File: src/rtl/vga_pattern_sequencer_if.sv
// Key/vsync inputs and pattern-select outputs of the VGA pattern sequencer.
// The sequencer uses the slave modport; the key and sync driver uses master.
interface vga_pattern_sequencer_if;
  logic       vsync_i;
  logic       btn_next_n_i;
  logic       btn_mode_n_i;
  logic [1:0] pat_type_o;
  logic       auto_mode_o;
  logic       frame_tick_o;
  logic       type_changed_o;

  modport slave (
    input  vsync_i, btn_next_n_i, btn_mode_n_i,
    output pat_type_o, auto_mode_o, frame_tick_o, type_changed_o
  );

  modport master (
    output vsync_i, btn_next_n_i, btn_mode_n_i,
    input  pat_type_o, auto_mode_o, frame_tick_o, type_changed_o
  );
endinterface

File: src/rtl/vga_pattern_sequencer.sv
// Steps the VGA pattern select from debounced keys, manually or per AUTO_FRAMES,
// committing changes only at frame start. Optional macro SEQ_SKIP_BLACK_EN skips black in auto mode.
module vga_pattern_sequencer #(
  parameter int unsigned DEBOUNCE_CYCLES = 500000,
  parameter int unsigned AUTO_FRAMES     = 72,
  parameter int unsigned DB_W            = 19,
  parameter int unsigned FR_W            = 7
) (
  input logic                    clk,
  input logic                    rst,
  vga_pattern_sequencer_if.slave bus
);

  localparam int unsigned NUM_BTN = 2;

  typedef enum logic [1:0] {S_MAN, S_MAN_PEND, S_AUTO, S_AUTO_PEND} state_e;

  logic [NUM_BTN-1:0] raw_n;
  logic [NUM_BTN-1:0] press;
  logic               next_press, mode_press;

  // lane 0 = next key, lane 1 = mode key
  assign raw_n      = {bus.btn_mode_n_i, bus.btn_next_n_i};
  assign next_press = press[0];
  assign mode_press = press[1];

  for (genvar g = 0; g < NUM_BTN; g++) begin : g_btn
    logic            s1_q, s2_q;
    logic            stab_q, stab_d;
    logic            press_q, press_d;
    logic [DB_W-1:0] cnt_q, cnt_d;

    always_comb begin
      stab_d  = stab_q;
      cnt_d   = cnt_q;
      press_d = 1'b0;
      if (s2_q == stab_q) begin
        cnt_d = '0;
      end else if (cnt_q == DB_W'(DEBOUNCE_CYCLES - 1)) begin
        stab_d  = s2_q;
        cnt_d   = '0;
        press_d = ~s2_q;
      end else begin
        cnt_d = cnt_q + DB_W'(1);
      end
    end

    always_ff @(posedge clk or negedge rst) begin
      if (!rst) begin
        s1_q    <= 1'b1;
        s2_q    <= 1'b1;
        stab_q  <= 1'b1;
        press_q <= 1'b0;
        cnt_q   <= '0;
      end else begin
        s1_q    <= raw_n[g];
        s2_q    <= s1_q;
        stab_q  <= stab_d;
        press_q <= press_d;
        cnt_q   <= cnt_d;
      end
    end

    assign press[g] = press_q;
  end

  logic            vsync_d_q;
  logic            fs;
  state_e          state_q, state_d;
  logic [FR_W-1:0] fcnt_q, fcnt_d;
  logic [1:0]      type_q, type_d, type_nxt;
  logic            tick_q, chg_q;
  logic            adv;
  logic            auto_grp;

  assign fs       = vsync_d_q & ~bus.vsync_i;
  assign auto_grp = (state_q == S_AUTO) || (state_q == S_AUTO_PEND);

  always_comb begin
    state_d = state_q;
    fcnt_d  = fcnt_q;
    adv     = 1'b0;
    // a mode toggle swallows any advance and pending request in its cycle
    if (mode_press) begin
      state_d = auto_grp ? S_MAN : S_AUTO;
      fcnt_d  = '0;
    end else begin
      case (state_q)
        S_MAN: begin
          if (next_press) begin
            if (fs) adv = 1'b1;
            else    state_d = S_MAN_PEND;
          end
        end
        S_MAN_PEND: begin
          if (fs) begin
            adv     = 1'b1;
            state_d = S_MAN;
          end
        end
        S_AUTO: begin
          if (fs && (next_press || fcnt_q == FR_W'(AUTO_FRAMES - 1))) begin
            adv    = 1'b1;
            fcnt_d = '0;
          end else begin
            if (fs)         fcnt_d  = fcnt_q + FR_W'(1);
            if (next_press) state_d = S_AUTO_PEND;
          end
        end
        S_AUTO_PEND: begin
          if (fs) begin
            adv     = 1'b1;
            fcnt_d  = '0;
            state_d = S_AUTO;
          end
        end
        default: state_d = S_MAN;
      endcase
    end
  end

  always_comb begin
`ifdef SEQ_SKIP_BLACK_EN
    type_nxt = (auto_grp && type_q == 2'b11) ? 2'b01 : type_q + 2'b01;
`else
    type_nxt = type_q + 2'b01;
`endif
    type_d = adv ? type_nxt : type_q;
  end

  always_ff @(posedge clk or negedge rst) begin
    if (!rst) begin
      vsync_d_q <= 1'b1;
      state_q   <= S_MAN;
      fcnt_q    <= '0;
      type_q    <= 2'b00;
      tick_q    <= 1'b0;
      chg_q     <= 1'b0;
    end else begin
      vsync_d_q <= bus.vsync_i;
      state_q   <= state_d;
      fcnt_q    <= fcnt_d;
      type_q    <= type_d;
      tick_q    <= fs;
      chg_q     <= adv;
    end
  end

  assign bus.pat_type_o     = type_q;
  assign bus.auto_mode_o    = auto_grp;
  assign bus.frame_tick_o   = tick_q;
  assign bus.type_changed_o = chg_q;

endmodule

File: src/flat_wrapper.sv
// flat-port wrapper written by rule: the top's interface ports become plain ports
module vga_pattern_sequencer_flat 
#(
  parameter int unsigned DEBOUNCE_CYCLES = 500000,
  parameter int unsigned AUTO_FRAMES     = 72,
  parameter int unsigned DB_W            = 19,
  parameter int unsigned FR_W            = 7
)
  (clk, rst, bus_vsync_i, bus_btn_next_n_i, bus_btn_mode_n_i, bus_pat_type_o, bus_auto_mode_o, bus_frame_tick_o, bus_type_changed_o);
  vga_pattern_sequencer_if bus_i ();
  input logic clk;
  input logic rst;
  input wire logic [$bits(bus_i.vsync_i)-1:0] bus_vsync_i;
  input wire logic [$bits(bus_i.btn_next_n_i)-1:0] bus_btn_next_n_i;
  input wire logic [$bits(bus_i.btn_mode_n_i)-1:0] bus_btn_mode_n_i;
  output wire logic [$bits(bus_i.pat_type_o)-1:0] bus_pat_type_o;
  output wire logic [$bits(bus_i.auto_mode_o)-1:0] bus_auto_mode_o;
  output wire logic [$bits(bus_i.frame_tick_o)-1:0] bus_frame_tick_o;
  output wire logic [$bits(bus_i.type_changed_o)-1:0] bus_type_changed_o;
  assign bus_i.vsync_i = bus_vsync_i;
  assign bus_i.btn_next_n_i = bus_btn_next_n_i;
  assign bus_i.btn_mode_n_i = bus_btn_mode_n_i;
  assign bus_pat_type_o = bus_i.pat_type_o;
  assign bus_auto_mode_o = bus_i.auto_mode_o;
  assign bus_frame_tick_o = bus_i.frame_tick_o;
  assign bus_type_changed_o = bus_i.type_changed_o;
  vga_pattern_sequencer #(.DEBOUNCE_CYCLES(DEBOUNCE_CYCLES), .AUTO_FRAMES(AUTO_FRAMES), .DB_W(DB_W), .FR_W(FR_W)) u_core (.clk(clk), .rst(rst), .bus(bus_i));
endmodule
File: config.mk
export PLATFORM = sky130hd
export DESIGN_NAME = vga_pattern_sequencer_flat
export DESIGN_NICKNAME = d
export VERILOG_FILES = /design/src/rtl/vga_pattern_sequencer_if.sv /design/src/rtl/vga_pattern_sequencer.sv /design/src/flat_wrapper.sv
export SDC_FILE = /design/constraint.sdc
export NUM_CORES = 1
export LEC_CHECK = 0
export ABC_AREA = 1
export CORE_MARGIN = 2
export CORE_UTILIZATION = 55
export DETAILED_ROUTE_END_ITERATION = 6
export PLACE_DENSITY = 0.72
export SLEW_MARGIN = 20
export SYNTH_ARGS = -nofsm -noshare
export SYNTH_HDL_FRONTEND = slang
export SYNTH_SLANG_ARGS = --single-unit
File: constraint.sdc
create_clock -name clk -period 3.7 [get_ports clk]
set_clock_uncertainty 0.1 [all_clocks]
set_input_delay 1.11 -clock clk [delete_from_list [all_inputs] [get_ports clk]]
set_output_delay 1.11 -clock clk [all_outputs]
set_load 0.02 [all_outputs]
==> metrics.txt, run 1 <==
Syn. warnings=0; slew at the pin closest to its max-slew limit=0.716 ns; WL/cell=12.7 um; pwr dens=365 mW/mm2; status=finished, final reports clean; post-synthesis adder-cell area fraction=1.50%; die height=82.0 um; core area=0.00589 mm2; Worst slew margin=52.3%; Final Hold Vio Count=0; Longest Clk Path Bufs=2; Worst path slowest cell=clkdlybuf4s50_1; post-DP HPWL=5080 um; number of global-route vias before repair=2670; vias=2755; largest family of logic cells by synthesized area=simple AND/OR/NAND/NOR gates; DR top layer=met4; root buffer cell=clkbuf_8; M1 wire length=3110 um; Met3 Routed Length=151 um; Clock Pin Slew Worst Setup and Hold Paths=0.07 ns; IR drop worst, VDD=0.281 mV; Worst setup SP type=flop; setup_tns=0 ns; share of the synthesized area in the top cell type=39.6%; Pleak=0.00158 uW; crit share post-route=71.0%; Hold-fix buffers, CTS=0; post-synthesis mux area share=0%; Synth Register Bits=60; post-CTS setup buffers=0; smallest hold slack=0.256 ns; global placement routability congestion=0.948; CTS tree=yes; post-synthesis xor/xnor area fraction=5.24%; DRC viols=0; MaxCap Viol Count=0; Detailed Routing Iterations Pass 1=4; final std cells w/o fill=538; share of layout cells above drive strength 1=14.5%; Seq/Total Area, Yosys=45.1%; # IOs=10; syn_nets=448; Num CTS Buffers=9; WS Path Type=reg2out; Resize count post-CTS=0; crit-path cells=clkdlybuf4s50_1; Initial Util=56.8%; Die ar.=0.00672 mm2; Post-DP Area=0.00354 mm2; area grow syn2layout=12.2%; Worst Path Arrival=1.42 ns; n_diodes=0; Min-Delay Path Depth=0; std cell rows=28; Detailed Route WL=6840 um; RSZ-0062 raised after global routing=false; Compound-Gate Fraction of Synth Area=4.30%; Crit path depth=1; minimum clock period=2.63 ns; cell taking the most area after synthesis=dfrtp_1; met2 wire len=3450 um; hold crit path type=reg2reg; Port Buf Inserts=9; Gate Count Post-Synth=439; fin nets=467; Finish-stage setup viols=0; Area contributors post-synth=dfrtp_1 40%, nor2_1 11%, nand2_1 11%; PnR Total Power=1370 uW; Slew Viols, Final=0; required time worst endpoint=2.49 ns; final instance area=0.00375 mm2; largest stage delay on the critical path=0.64 ns; Simple-Gate Fraction of Synth Area=38.1%; worst r2r path cells=8; Buf/Inv on CP=1; first-pass GRT wire length=11500 um; largest net degree at the start of global routing=32; initial antenna violation count=0; Achievable Freq=380 MHz; worst reg2reg setup slack=1.90 ns; initial DRC count=103; Inst Count DP=522; Synth cell types=33; ANT nets after route=0; Synth Cell Area=0.00335 mm2; routed vias/inst=5.12; H-tree lvl count=3; worst skew pair latency=0.34 ns; crit-path max FO=5; Die W=82.0 um; CP delay by family, top=buffers and inverters; Clock Sinks=60; Overall Global Routing Usage=22.8%; Worst setup EP type=output pin; total grt overflow=0; Syn Area/Cell=7.62 um2
-- power breakdown --
| group | internal [uW] | switching, uW |
|---|---|---|
| logic | 13.5 | 31.8 |
| clock network | 394 | 257 |
| registers | 667 | 7.34 |
-- cell families after synthesis --
kind of cell / count (synthesis)
AO/OA/AOI/OAI: 24
adder cells (fa/ha/maj): 4
AND/OR/NAND/NOR: 281
buffers and inverters: 50
flip-flops: 60
XOR/XNOR: 20
-- per-stage QoR --
stage	utilization, %	setup slack, ns
after global placement	60.1	1.17
after global routing	63.8	1.02
after CTS	63.8	1.06
after detailed placement	60.1	1.06
after floorplan	-	1.73
final	63.8	1.07
-- registers in the layout, indices dropped and copies added, names as in the netlist --
register / flops
u_core.bus.pat_type_o: 2
u_core.g_btn.cnt_q: 38
u_core.vsync_d_q: 1
u_core.g_btn.stab_q: 2
u_core.bus.frame_tick_o: 1
u_core.state_q: 2
u_core.g_btn.press_q: 2
u_core.bus.type_changed_o: 1
u_core.fcnt_q: 7
u_core.g_btn.s1_q: 2
u_core.g_btn.s2_q: 2
-- layer usage --
metal / up-vias / GRT usage (%)
li1: 1409 / -
met1: 1295 / 26.5
met2: 40 / 40.7
met3: 11 / 3.96
met4: 0 / 10.5
met5: - / 0
-- placed cells by master (no fill, tap or decap), types with 3 or more instances in the layout --
master | netlist | routed
a21oi_1 | 5 | 5
clkbuf_8 | 0 | 10
clkdlybuf4s50_1 | 0 | 8
clkinv_2 | 1 | 4
dfrtp_1 | 53 | 53
dfstp_2 | 7 | 7
ha_1 | 4 | 4
inv_1 | 40 | 40
inv_2 | 6 | 6
nand2_1 | 101 | 101
nand2_2 | 9 | 9
nand3_1 | 27 | 27
nand3_2 | 3 | 3
nand4_1 | 9 | 9
nor2_1 | 102 | 102
nor2_2 | 14 | 14
nor3_1 | 4 | 4
o21ai_0 | 7 | 7
o21ai_1 | 3 | 3
o21bai_1 | 5 | 5
xnor2_1 | 3 | 3
xor2_1 | 17 | 17
-- Yosys cell counts --
cell type,count
nor2_4,2
nand2_2,9
xor2_1,17
nor3b_1,2
ha_1,4
a21oi_2,2
nor2_2,14
a21oi_1,5
o21ai_1,3
o21bai_1,5
clkinv_2,1
o21a_1,1
inv_4,1
a31oi_1,1
nand2_1,101
clkbuf_1,2
inv_2,6
nand3_1,27
nor2_1,102
nor3b_2,1
dfstp_2,7
or2_1,1
nand3_4,2
nor3_2,1
nand3_2,3
xnor2_1,3
nand3b_1,2
o21ai_0,7
nand2_4,1
nand4_1,9
dfrtp_1,53
nor3_1,4
inv_1,40
-- final cells by class --
type                       instances  area, um2
sequential                        60       1510
inverter                          48        184
fill                             517       2130
timing repair buffer              10        105
tap                               75       93.8
multi-input combinational        329       1640
clock inverter                     5       75.1
clock buffer                      11        141
-- worst paths after layout --
path / endpoint / start
setup reg to reg: u_core.g_btn[0].cnt_q[16]$_DFF_PN0_ / u_core.g_btn[0].cnt_q[0]$_DFF_PN0_
hold reg to reg: u_core.g_btn[1].s2_q$_DFF_PN1_ / u_core.g_btn[1].s1_q$_DFF_PN1_
setup / recovery: bus_auto_mode_o / u_core.state_q[1]$_DFFE_PN0P_
max in group asynchronous: u_core.g_btn[1].stab_q$_DFFE_PN1P_ / rst
hold / removal: u_core.g_btn[1].s2_q$_DFF_PN1_ / u_core.g_btn[1].s1_q$_DFF_PN1_
min in group asynchronous: u_core.g_btn[0].cnt_q[15]$_DFF_PN0_ / rst
(Power assumes the default switching activity.)
==> inputs of run 2 (changes only) <==
--- a/config.mk
+++ b/config.mk
@@ -9,7 +9,7 @@
 export CORE_MARGIN = 2
 export CORE_UTILIZATION = 55
 export DETAILED_ROUTE_END_ITERATION = 6
-export PLACE_DENSITY = 0.72
+export PLACE_DENSITY = 0.75
 export SLEW_MARGIN = 20
 export SYNTH_ARGS = -nofsm -noshare
 export SYNTH_HDL_FRONTEND = slang
==> constraint.sdc (replaced) <==
create_clock -name clk -period 2.3 [get_ports clk]
set_clock_uncertainty 0.1 [all_clocks]
set_input_delay 0.69 -clock clk [delete_from_list [all_inputs] [get_ports clk]]
set_output_delay 0.69 -clock clk [all_outputs]
set_load 0.02 [all_outputs]
==> run 2 against run 1 <==
- sequential power rose by 60%
- via count shrank 0.33%
- setup slack lost 0.98 ns
- final area is 0.63% higher
- clock power increased by 63%
- total power up 62%
- combinational power is 67% higher
- first-iteration DRC count increased by 29%
- core utilization is 0.40 points higher
- highest routed layer unchanged
==> metrics.txt, run 2 (synthesis gave the netlist of run 1 again) <==
most frequent cells in the layout=102 x nor2_1, 101 x nand2_1, 53 x dfrtp_1; post-route setup slack=0.0963 ns (-0.975 ns); worst slack at placement=0.122 ns (-0.934 ns); Worst setup SP type=flop; crit-path cells=clkdlybuf4s50_1; Port Buf Inserts=9 (unchanged); Final Core Density=64.2% (+0.40 points); IR drop worst, VDD=0.370 mV (+32%); Achievable Freq=454 MHz; die height=82.0 um (unchanged); first-pass GRT wire length=11900 um (+3.8%); number of global-route vias before repair=2730 (+2.2%); vias=2746 (-0.33%); required time worst endpoint=1.51 ns (-0.98 ns); setup_tns=0 ns (unchanged); top flop regs=u_core.g_btn.cnt_q x38, u_core.fcnt_q x7; ANT nets after route=0 (unchanged); RSZ-0062 raised after global routing=false; WS Path Type=reg2out; pwr dens=589 mW/mm2 (+61%); worst reg2reg setup slack=0.53 ns (-1.37 ns); RR Endpoint=u_core.g_btn[0].cnt_q[15]$_DFF_PN0_; Final Hold Vio Count=0 (unchanged); Hold-fix buffers, CTS=0 (unchanged); Detailed Routing Iterations Pass 1=4 (unchanged); # IOs=10 (unchanged); CP delay by family, top=buffers and inverters; H-tree lvl count=3 (unchanged); Worst setup EP type=output pin; DRC viols=0 (unchanged); CP Launch Point=u_core.state_q[1]$_DFFE_PN0P_; Post-DP Area=0.00355 mm2 (+0.42%); Clock Sinks=60 (unchanged); Worst Path Arrival=1.41 ns (about the same); Overall Global Routing Usage=23.1% (+0.31 points); WL/cell=12.3 um (-3.3%); Worst Setup EP=bus_auto_mode_o; area grow syn2layout=12.9%; worst r2r path cells=8 (unchanged); Die ar.=0.00672 mm2 (unchanged); Detailed Route WL=6640 um (-3.0%); final instance area=0.00378 mm2 (+0.63%); Initial Util=56.8% (unchanged); root buffer cell=clkbuf_8; slew at the pin closest to its max-slew limit=0.426 ns (-0.290 ns); Crit path depth=1 (unchanged); status=finished, final reports clean; Pleak=0.00159 uW (+0.81%); Worst slew margin=71.6% (+19 points); crit-path max FO=5 (unchanged); core area=0.00589 mm2 (unchanged); n_diodes=0 (unchanged); Die W=82.0 um (unchanged); post-CTS setup buffers=0 (unchanged); Clock Pin Slew Worst Setup and Hold Paths=0.07 ns (about the same); Slew Viols, Final=0 (unchanged); largest net degree at the start of global routing=25 (-22%); RR Startpoint=u_core.g_btn[0].cnt_q[0]$_DFF_PN0_; CTS tree=yes; most common cell after layout, fill and taps aside=nor2_1; Longest Clk Path Bufs=2 (unchanged); share of layout cells above drive strength 1=15.1% (+0.58 points); largest stage delay on the critical path=0.64 ns (about the same); total grt overflow=0 (unchanged); initial antenna violation count=0 (unchanged); crit share post-route=95.8%; MaxCap Viol Count=0 (unchanged); fin nets=469 (+0.43%); initial DRC count=133 (+29%); Worst path slowest cell=clkdlybuf4s50_1; Resize count post-CTS=0 (unchanged); std cell rows=28 (unchanged); global placement routability congestion=0.918 (-3.2%); Num CTS Buffers=9 (unchanged); Buf/Inv on CP=1 (unchanged); Finish-stage setup viols=0 (unchanged); Most flops, register=u_core.g_btn.cnt_q; worst skew pair latency=0.34 ns (about the same); minimum clock period=2.20 ns; hold crit path type=in2async; max reg flops=38 (unchanged); routed vias/inst=5.09 (-0.70%); post-DP HPWL=5070 um (about the same)
## run 2: worst min-delay path by stage
stage | startpoint | to | slack, ns | depth (start not counted)
global placement | u_core.g_btn[1].s1_q$_DFF_PN1_ | u_core.g_btn[1].s2_q$_DFF_PN1_ | 0.25 | 0
global route | rst | u_core.fcnt_q[0]$_DFFE_PN0P_ | 0.19 | 1
detailed placement | u_core.g_btn[1].s1_q$_DFF_PN1_ | u_core.g_btn[1].s2_q$_DFF_PN1_ | 0.25 | 0
CTS | rst | u_core.fcnt_q[3]$_DFFE_PN0P_ | 0.18 | 1
floorplan | u_core.g_btn[0].s1_q$_DFF_PN1_ | u_core.g_btn[0].s2_q$_DFF_PN1_ | 0.25 | 0
finish | rst | u_core.fcnt_q[3]$_DFFE_PN0P_ | 0.18 | 1
## run 2: cell type report
class | count | area [um2]
well taps | 75 | 93.8
inverters | 48 | 184
multi-input cells | 329 | 1640
fillers | 520 | 2110
clock inverters | 6 | 87.6
flip-flops and latches | 60 | 1510
clock buffers | 10 | 138
repair buffers | 12 | 120
## run 2: through the flow
stage / total power (uW) / cells / hold slack (ns)
finish: 2220 / 540 / 0.180
global route: 2320 / 540 / 0.193
CTS: 2250 / 540 / 0.180
detailed placement: 1180 / 524 / 0.247
global placement: 1180 / 524 / 0.246
floorplan: 1130 / 439 / 0.245
## run 2: per-layer routing
layer	part of all wire, %	routed length [um]	GRT usage [%]
met1	46	3060	28.9
met2	49	3260	38.9
met3	3.2	215	5.71
met4	1.6	106	7.83
met5	0	0	0
## run 2: report_power, final
| part | internal [uW] | switching, uW |
|---|---|---|
| registers | 1070 | 11.7 |
| logic | 24.0 | 51.7 |
| clock network | 639 | 424 |
